$ cat config.mk
export PLATFORM = sky130hd
export DESIGN_NAME = ad7643_serial_reader
export DESIGN_NICKNAME = d
export VERILOG_FILES = /design/src/rtl/ad7643_serial_reader.sv
export SDC_FILE = /design/constraint.sdc
export NUM_CORES = 1
export LEC_CHECK = 0
export CAP_MARGIN = 20
export CORE_UTILIZATION = 58
export CTS_CLUSTER_SIZE = 24
export DETAILED_ROUTE_END_ITERATION = 10
export GPL_TIMING_DRIVEN = 0
export PLACE_DENSITY = 0.81
export SETUP_SLACK_MARGIN = 0.4
export SLEW_MARGIN = 10
export SYNTH_ARGS = -nofsm -noshare
export SYNTH_HDL_FRONTEND = slang
export SYNTH_SLANG_ARGS = --single-unit
export TNS_END_PERCENT = 5
$ cat constraint.sdc
create_clock -name CLK -period 3.9 [get_ports CLK]
set_input_delay 0.975 -clock CLK [delete_from_list [all_inputs] [get_ports CLK]]
set_output_delay 0.975 -clock CLK [all_outputs]
set_load 0.02 [all_outputs]
$ cat src/rtl/ad7643_serial_reader.sv
// AD7643 conversion sequencer + 18-bit serial readout; `define AD7643_DUAL_EN adds a second data lane (ADSDOUT1/DOUT1).
// Latency: DVALID 2*SCLK_DIV*DATA_W+2 cycles after the first WAIT_L cycle that sees BUSY low.
// Backpressure: none; DVALID is a one-cycle strobe and DOUT holds until the next sample.
module ad7643_serial_reader #(
    parameter int SCLK_DIV     = 4,
    parameter int CNVST_LOW    = 3,
    parameter int BUSY_TIMEOUT = 255,
    parameter int DATA_W       = 18
) (
    input  logic              CLK,
    input  logic              RSTN,
    input  logic              START,
    input  logic              CONT,
    input  logic              CLRERR,
    input  logic              ADBUSY,
    input  logic              ADSDOUT,
`ifdef AD7643_DUAL_EN
    input  logic              ADSDOUT1,
    output logic [DATA_W-1:0] DOUT1,
`endif
    output logic              ADCNVST,
    output logic              ADCS,
    output logic              ADSCLK,
    output logic [DATA_W-1:0] DOUT,
    output logic              DVALID,
    output logic              BUSYO,
    output logic              TOERR
);

    localparam int WW = $clog2(BUSY_TIMEOUT + 1);
    localparam int BW = $clog2(DATA_W);

    typedef enum logic [2:0] {
        S_IDLE, S_CNV, S_WAIT_H, S_WAIT_L, S_SETUP, S_SHIFT, S_DONE
    } state_t;

    state_t            state;
    logic              bsy_m;
    logic              bsy_s;
    logic [7:0]        ph_cnt;
    logic [WW-1:0]     wait_cnt;
    logic [BW-1:0]     bit_cnt;
    logic [DATA_W-1:0] sreg;
`ifdef AD7643_DUAL_EN
    logic [DATA_W-1:0] sreg1;
`endif

    always_ff @(posedge CLK or negedge RSTN) begin
        if (!RSTN) begin
            state    <= S_IDLE;
            bsy_m    <= 1'b0;
            bsy_s    <= 1'b0;
            ph_cnt   <= '0;
            wait_cnt <= '0;
            bit_cnt  <= '0;
            sreg     <= '0;
            ADCNVST  <= 1'b1;
            ADCS     <= 1'b1;
            ADSCLK   <= 1'b1;
            DOUT     <= '0;
            DVALID   <= 1'b0;
            BUSYO    <= 1'b0;
            TOERR    <= 1'b0;
`ifdef AD7643_DUAL_EN
            sreg1    <= '0;
            DOUT1    <= '0;
`endif
        end else begin
            bsy_m  <= ADBUSY;
            bsy_s  <= bsy_m;
            DVALID <= 1'b0;
            // A timeout below overrides this clear in the same cycle.
            if (CLRERR)
                TOERR <= 1'b0;

            case (state)
                S_IDLE: begin
                    if (START || CONT) begin
                        ADCNVST <= 1'b0;
                        ph_cnt  <= '0;
                        BUSYO   <= 1'b1;
                        state   <= S_CNV;
                    end
                end
                S_CNV: begin
                    if (ph_cnt == 8'(CNVST_LOW - 1)) begin
                        ADCNVST  <= 1'b1;
                        wait_cnt <= '0;
                        state    <= S_WAIT_H;
                    end else begin
                        ph_cnt <= ph_cnt + 8'd1;
                    end
                end
                S_WAIT_H: begin
                    if (bsy_s) begin
                        wait_cnt <= '0;
                        state    <= S_WAIT_L;
                    end else if (wait_cnt == WW'(BUSY_TIMEOUT - 1)) begin
                        TOERR <= 1'b1;
                        ADCS  <= 1'b1;
                        BUSYO <= 1'b0;
                        state <= S_IDLE;
                    end else begin
                        wait_cnt <= wait_cnt + WW'(1);
                    end
                end
                S_WAIT_L: begin
                    if (!bsy_s) begin
                        ADCS  <= 1'b0;
                        state <= S_SETUP;
                    end else if (wait_cnt == WW'(BUSY_TIMEOUT - 1)) begin
                        TOERR <= 1'b1;
                        ADCS  <= 1'b1;
                        BUSYO <= 1'b0;
                        state <= S_IDLE;
                    end else begin
                        wait_cnt <= wait_cnt + WW'(1);
                    end
                end
                S_SETUP: begin
                    ADSCLK  <= 1'b0;
                    ph_cnt  <= '0;
                    bit_cnt <= BW'(DATA_W - 1);
                    state   <= S_SHIFT;
                end
                S_SHIFT: begin
                    if (ph_cnt == 8'(SCLK_DIV - 1)) begin
                        ph_cnt <= '0;
                        if (!ADSCLK) begin
                            // Data is captured on the edge that raises ADSCLK.
                            ADSCLK <= 1'b1;
                            sreg   <= {sreg[DATA_W-2:0], ADSDOUT};
`ifdef AD7643_DUAL_EN
                            sreg1  <= {sreg1[DATA_W-2:0], ADSDOUT1};
`endif
                        end else if (bit_cnt == '0) begin
                            ADCS   <= 1'b1;
                            DOUT   <= sreg;
`ifdef AD7643_DUAL_EN
                            DOUT1  <= sreg1;
`endif
                            DVALID <= 1'b1;
                            state  <= S_DONE;
                        end else begin
                            ADSCLK  <= 1'b0;
                            bit_cnt <= bit_cnt - BW'(1);
                        end
                    end else begin
                        ph_cnt <= ph_cnt + 8'd1;
                    end
                end
                S_DONE: begin
                    if (CONT) begin
                        ADCNVST <= 1'b0;
                        ph_cnt  <= '0;
                        state   <= S_CNV;
                    end else begin
                        BUSYO <= 1'b0;
                        state <= S_IDLE;
                    end
                end
                default: state <= S_IDLE;
            endcase
        end
    end

endmodule

==> flow_summary.yaml, run 1 <==
global_route:
  grt_max_degree: 38
  use_met2_pct: 38.1
  grt-busiest-layer: "met2"
  antenna_found_initial: 0
  grt.overflow.total: 0
  grt_first_pass_wirelength_mm: 11.5
  globalRouteMet3Util_pct: 4.35
  grt.total_usage_pct: 24.9
  grt_pass1_vias: 2415
  use_met1_pct: 34.1
drt:
  wl_mm: 6.58
  vias: 2500
  avgViaCountPerCell: 5.94
  ant_nets: 0
  drcViolationCount: 0
  drtIter0Drc: 175
  avgRoutedWirePerCell_um: 15.6
  firstDrtPassIters: 4
hold_path:
  min_path_type: "reg2reg"
sta:
  relSlewSlack_pct: 50.9
  rsz0062_at_grt: "no"
  finalMaxSlewViolations: 0
  skew_ns: 0.00995
  clock.fmax_ghz: 0.377
  finalSetupViolations: 0
  post-route-period-util_pct: 68.0
  finalHoldViolCount: 0
  tightest_slew_ns: 0.737
  min_period_ns: 2.65
floorplan:
  ios: 31
  core_area_um2: 5510
  fp.dieH_um: 77.8
  initial_core_util_pct: 60.5
  die_w_um: 77.8
  die_area_um2: 6050
  rows: 27
yosys:
  yosysSeqAreaShare_pct: 51.2
  syn_area_per_cell_um2: 11.0
  synthesis.instances: 302
  syn-num-nets: 315
  synth-async-reset-ratio_pct: 100
  synth_area_um2: 3330
  synth_seq_cells: 68
  synth_warnings: 0
  synth_edf_count: 0
  ys_types: 51
  synth_flop_cell: "dfrtp_1"
cts:
  clkTransAtPathRegs_ns: 0.07
  clock_latency_ns: 0.35
  ctsRootBufferMaster: "clkbuf_8"
  tritoncts: "done"
  post-cts-setup-buffers: 0
  cts-htree-levels: 3
  clock_sinks: 68
  ctsHoldBuffers: 0
  cts_made_buffers: 9
  cts-resized-gates: 0
  clk_path_buf_depth: 2
critical_path:
  critical_path_buf_inv_count: 3
  crit_path_max_fanout: 10
  endpoint_kind: "flip-flop"
  cp_slowest_stage_delay_ns: 0.49
  crit_path_start_kind: "flip-flop"
  cp_cell_sequence: "inv_1 -> ha_1 -> or4b_4 -> or3_4 -> or3_1 -> buf_2 -> buf_6 -> mux2_4"
  cp.required_ns: 4.14
  critical_path_class: "reg2reg"
  slowest_stage: "or4b_4"
  crit_family: "simple AND/OR/NAND/NOR gates"
  arrival_ns: 2.89
power:
  power_density_nw_per_um2: 591
  p_leak_nw: 1.78
  max-vdd-ir-drop_mv: 0.297
  power_mw: 2.34
finish:
  drive_gt1_share_pct: 19.8
  areaGrowthSynthToFinish_pct: 18.7
  diodes: 0
  final_net_count: 357
  finish.utilization_pct: 71.9
placed_design:
  dp_hpwl_mm: 4.58
  portBuffers: 30
  gp_congestion: 0.851
run:
  cap_violations: 0
outcome:
  status: "finished clean"
==> worst reg2reg max path, stage by stage, from the launching register on <==
cell and delay, ns:
dfrtp_1 0.41, inv_1 0.13, ha_1 0.16, or4b_4 0.49, or3_4 0.42, or3_1 0.31, buf_2 0.16, buf_6 0.16
mux2_4 0.31
==> metrics by stage <==
step           hold slack (ns)  setup TNS, ns  area (um2)  instances  setup slack [ns]
2_1_floorplan            0.331              0        3330        302              1.44
3_3_place_gp             0.333         -25.15        3720        404            -0.391
3_5_place_dp             0.335              0        3740        405              1.12
4_1_cts                  0.350              0        3960        421              1.26
5_1_grt                  0.355              0        3960        421              1.16
6_report                 0.349              0        3960        421              1.25
==> final timing paths <==
path,slack (ns),endpoint,cells after the start,startpoint
hold / removal,0.35,bsy_s,0,bsy_m
setup reg to reg,1.25,DOUT[5],8,bit_cnt[0]
min in group asynchronous,0.55,bit_cnt[2],1,RSTN
setup / recovery,1.25,DOUT[5],8,bit_cnt[0]
hold reg to reg,0.35,bsy_s,0,bsy_m
max in group asynchronous,2.75,ADCS,2,RSTN
==> power breakdown <==
part / internal (mW) / leakage [nW] / switching, mW
clock: 0.360 / 0.102 / 0.271
sequential: 0.814 / 0.904 / 0.107
combinational: 0.295 / 0.775 / 0.493
total: 1.47 / 1.78 / 0.871
==> placed cells by master (no fill, tap or decap), types with 7 or more instances in the layout <==
master	instances
nor2b_1	7
mux2_2	27
clkbuf_1	12
dfrtp_1	65
mux2_4	9
inv_1	13
clkdlybuf4s50_1	29
a21oi_1	12
nand2_1	17
nor3_1	9
o21ai_0	18
clkbuf_8	9
nand3_1	14
nor2_1	13
==> cell families (layout without fill, tap and decap cells) <==
logic type	count (synthesis)	in the layout	synth area share (%)
AND/OR/NAND/NOR	101	101	17.4
XOR/XNOR	1	1	0.263
flip-flops	68	68	51.2
buffers and inverters	28	75	3.49
AO/OA/AOI/OAI	62	62	12.2
adder cells (fa/ha/maj)	6	6	2.25
multiplexers	36	36	13.2
==> area by class of cell <==
| cell class | instances | area (um2) |
|---|---|---|
| tap | 72 | 90.1 |
| clock inverter | 6 | 88.8 |
| sequential | 68 | 1710 |
| timing repair buffer | 31 | 318 |
| fill | 371 | 1550 |
| inverter | 13 | 48.8 |
| multi-input combinational | 206 | 1510 |
| buffer | 15 | 67.6 |
| clock buffer | 10 | 128 |
==> cell usage after synthesis (5+ instances only) <==
library cell  count  area (um2)
nand2b_1          6        37.5
and3_1            5        31.3
a21oi_1          12        60.1
ha_1              6        75.1
nor2_1           13        48.8
mux2_4            9         135
nand4_1           5        31.3
mux2_2           27         304
nor4_1            5        31.3
nor2b_1           7        43.8
o21ai_0          18        90.1
nand2_1          17        63.8
inv_1            13        48.8
clkbuf_1         11        41.3
o211ai_1          6        45.0
nor3_1            9        45.0
nand3_1          14        70.1
dfrtp_1          65        1630
==> layer usage <==
metal | routed length [um] | vias to the layer above
met5 | 0 | -
met1 | 3060 | 1225
met4 | 132 | 0
met2 | 3130 | 68
met3 | 256 | 11
li1 | - | 1196
==> state kept, by name (all words and copies together), names as in the netlist, 3 cells and up <==
register	count
wait_cnt	8
sreg	18
state	3
bit_cnt	5
DOUT	18
ph_cnt	8
Note: power is estimated with default switching activity, not from simulation.
==> run 2, diff against run 1 <==
--- a/config.mk
+++ b/config.mk
@@ -6,11 +6,11 @@
 export NUM_CORES = 1
 export LEC_CHECK = 0
 export CAP_MARGIN = 20
-export CORE_UTILIZATION = 58
+export CORE_UTILIZATION = 51
 export CTS_CLUSTER_SIZE = 24
 export DETAILED_ROUTE_END_ITERATION = 10
 export GPL_TIMING_DRIVEN = 0
-export PLACE_DENSITY = 0.81
+export PLACE_DENSITY = 0.76
 export SETUP_SLACK_MARGIN = 0.4
 export SLEW_MARGIN = 10
 export SYNTH_ARGS = -nofsm -noshare
==> constraint.sdc (replaced) <==
create_clock -name CLK -period 2.4 [get_ports CLK]
set_input_delay 0.6 -clock CLK [delete_from_list [all_inputs] [get_ports CLK]]
set_output_delay 0.6 -clock CLK [all_outputs]
set_load 0.02 [all_outputs]
==> run 2 against run 1 <==
Net effect: the flow now finishes with violations (negative setup slack); worst hold slack got worse by 0.22 ns; die area is 13% higher; cell count up 3.1%; setup slack lost 1.3 ns; routed wire length up 8.1%; combinational power increased by 79%; total power increased by 73%; non-clock buffer count grew 9; fmax rose by 8.3%; clock skew shrank 0.0018 ns; design area increased by 4.6%; clock-buffer cell count decreased by 1; critical endpoint is now DOUT[10].
==> flow_summary.yaml, run 2 (synthesis results as in run 1) <==
sta:
  post-route-period-util_pct: 102
  finalMaxSlewViolations: 0
  min_period_ns: 2.45
  finalHoldViolCount: 0
  rsz0062_at_grt: "yes"
  clock.fmax_ghz: 0.409
  final.setup.tns_ns: -0.372
  relSlewSlack_pct: 54.4
  skew_ns: 0.00815
  tightest_slew_ns: 0.684
  setup_ws_ns: -0.0477
  finalSetupViolations: 12
finish:
  areaGrowthSynthToFinish_pct: 24.2
  top_regs: "DOUT: 18 flops, sreg: 18 flops"
  final_common_cell: "dfrtp_1"
  stdcell_area_um2: 4140
  mostFrequentLayoutCells: "dfrtp_1 (63), clkdlybuf4s50_1 (29), mux2_2 (27)"
  final_net_count: 366
  drive_gt1_share_pct: 24.4
  diodes: 0
critical_path:
  r2r_end: "DOUT[10]"
  critical_path_class: "reg2reg"
  rrSetupSlack_ns: -0.05
  cp_cell_sequence: "ha_1 -> clkbuf_1 -> nand2_1 -> or3_4 -> or3_4 -> buf_6 -> buf_12 -> mux2_4"
  slowest_stage: "or3_4"
  endpoint_kind: "flip-flop"
  crit_path_start_kind: "flip-flop"
  cp_slowest_stage_delay_ns: 0.41
  r2r_cells: 8
  cp.required_ns: 2.63
  timing.rr.start: "ph_cnt[1]"
  cpMostUsedCell: "or3_4"
  arrival_ns: 2.68
  crit_path_max_fanout: 8
global_route:
  grt_max_degree: 53
  grt.total_usage_pct: 22.2
  grt.overflow.total: 0
  antenna_found_initial: 0
  grt_first_pass_wirelength_mm: 12.2
  grt_pass1_vias: 2534
drt:
  avgViaCountPerCell: 5.91
  firstDrtPassIters: 7
  vias: 2563
  avgRoutedWirePerCell_um: 16.4
  drcViolationCount: 0
  ant_nets: 0
  wl_mm: 7.11
  drtIter0Drc: 161
power:
  max-vdd-ir-drop_mv: 0.530
  p_leak_nw: 1.86
  power_density_nw_per_um2: 976
  power_mw: 4.04
placed_design:
  portBuffers: 30
  gp_congestion: 0.819
  dp_hpwl_mm: 4.56
  dpl_cell_area_um2: 3750
cts:
  tritoncts: "done"
  clock_sinks: 68
  cts-htree-levels: 3
  clock_latency_ns: 0.35
  clkTransAtPathRegs_ns: 0.07
  clk_path_buf_depth: 2
  ctsRootBufferMaster: "clkbuf_8"
  ctsHoldBuffers: 0
  cts_made_buffers: 9
floorplan:
  core_area_um2: 6310
  initial_core_util_pct: 52.8
  die_w_um: 82.8
  fp.dieH_um: 82.8
  rows: 29
  die_area_um2: 6860
  ios: 31
outcome:
  status: "finished with violations"
  violations: "negative setup slack"
hold_path:
  min_path_type: "in2async"
run:
  cap_violations: 0
run 2: cell type report:
type / instances / area, um2
Inverter: 13 / 48.8
Clock inverter: 6 / 114
Sequential cell: 68 / 1710
Buffer: 15 / 92.6
Tap cell: 77 / 96.3
Clock buffer: 9 / 124
Multi-Input combinational cell: 206 / 1540
Fill cell: 479 / 2170
Timing Repair Buffer: 40 / 413
run 2: worst max-delay path by stage:
stage          slack, ns  depth (start not counted)        from       end
5_1_grt            -0.09                          8   ph_cnt[1]  DOUT[10]
3_5_place_dp       -0.15                          6   ph_cnt[2]   sreg[6]
2_1_floorplan      0.007                          8  bit_cnt[0]  DOUT[10]
3_3_place_gp       -1.55                          1        RSTN   DOUT[7]
6_report           -0.05                          8   ph_cnt[1]  DOUT[10]
4_1_cts            -0.11                          8  bit_cnt[0]  DOUT[10]
run 2: through the flow:
stage	hold slack, ns	cells	utilization [%]	setup WS, ns
after floorplan	0.304	302	-	0.00664
final	0.125	434	65.6	-0.0477
after detailed placement	0.337	410	59.5	-0.150
after CTS	0.125	434	65.3	-0.113
after global routing	0.133	434	65.6	-0.0930
after global placement	0.332	409	59.1	-1.55
run 2: where the power goes:
| group | internal [mW] | switching (mW) |
|---|---|---|
| clock | 0.686 | 0.449 |
| combinational | 0.549 | 0.861 |
| sequential | 1.32 | 0.171 |
| total | 2.56 | 1.48 |
run 2: worst max-delay path: cells and delay by family, from the launching register on:
kind	cells	cell delay, ns
buffers and inverters	3	0.57
AND/OR/NAND/NOR	3	0.90
adder cells (fa/ha/maj)	1	0.18
flip-flops	1	0.40
multiplexers	1	0.30
run 2: timing repair:
action,4_1_cts,5_1_grt
pin swaps,3,4
gates cloned,1,0
buffers inserted,8,0
resized for setup,10,9
endpoints found under the setup margin,47,52
run 2: metal layers:
metal | track usage (%) | vias to the layer above | routed length [um] | share of wire (%)
li1 | - | 1218 | - | -
met1 | 30.5 | 1276 | 3310 | 47
met3 | 3.38 | 13 | 214 | 3.0
met5 | 0 | - | 0 | 0
met4 | 9.56 | 0 | 136 | 1.9
met2 | 35.3 | 56 | 3450 | 48
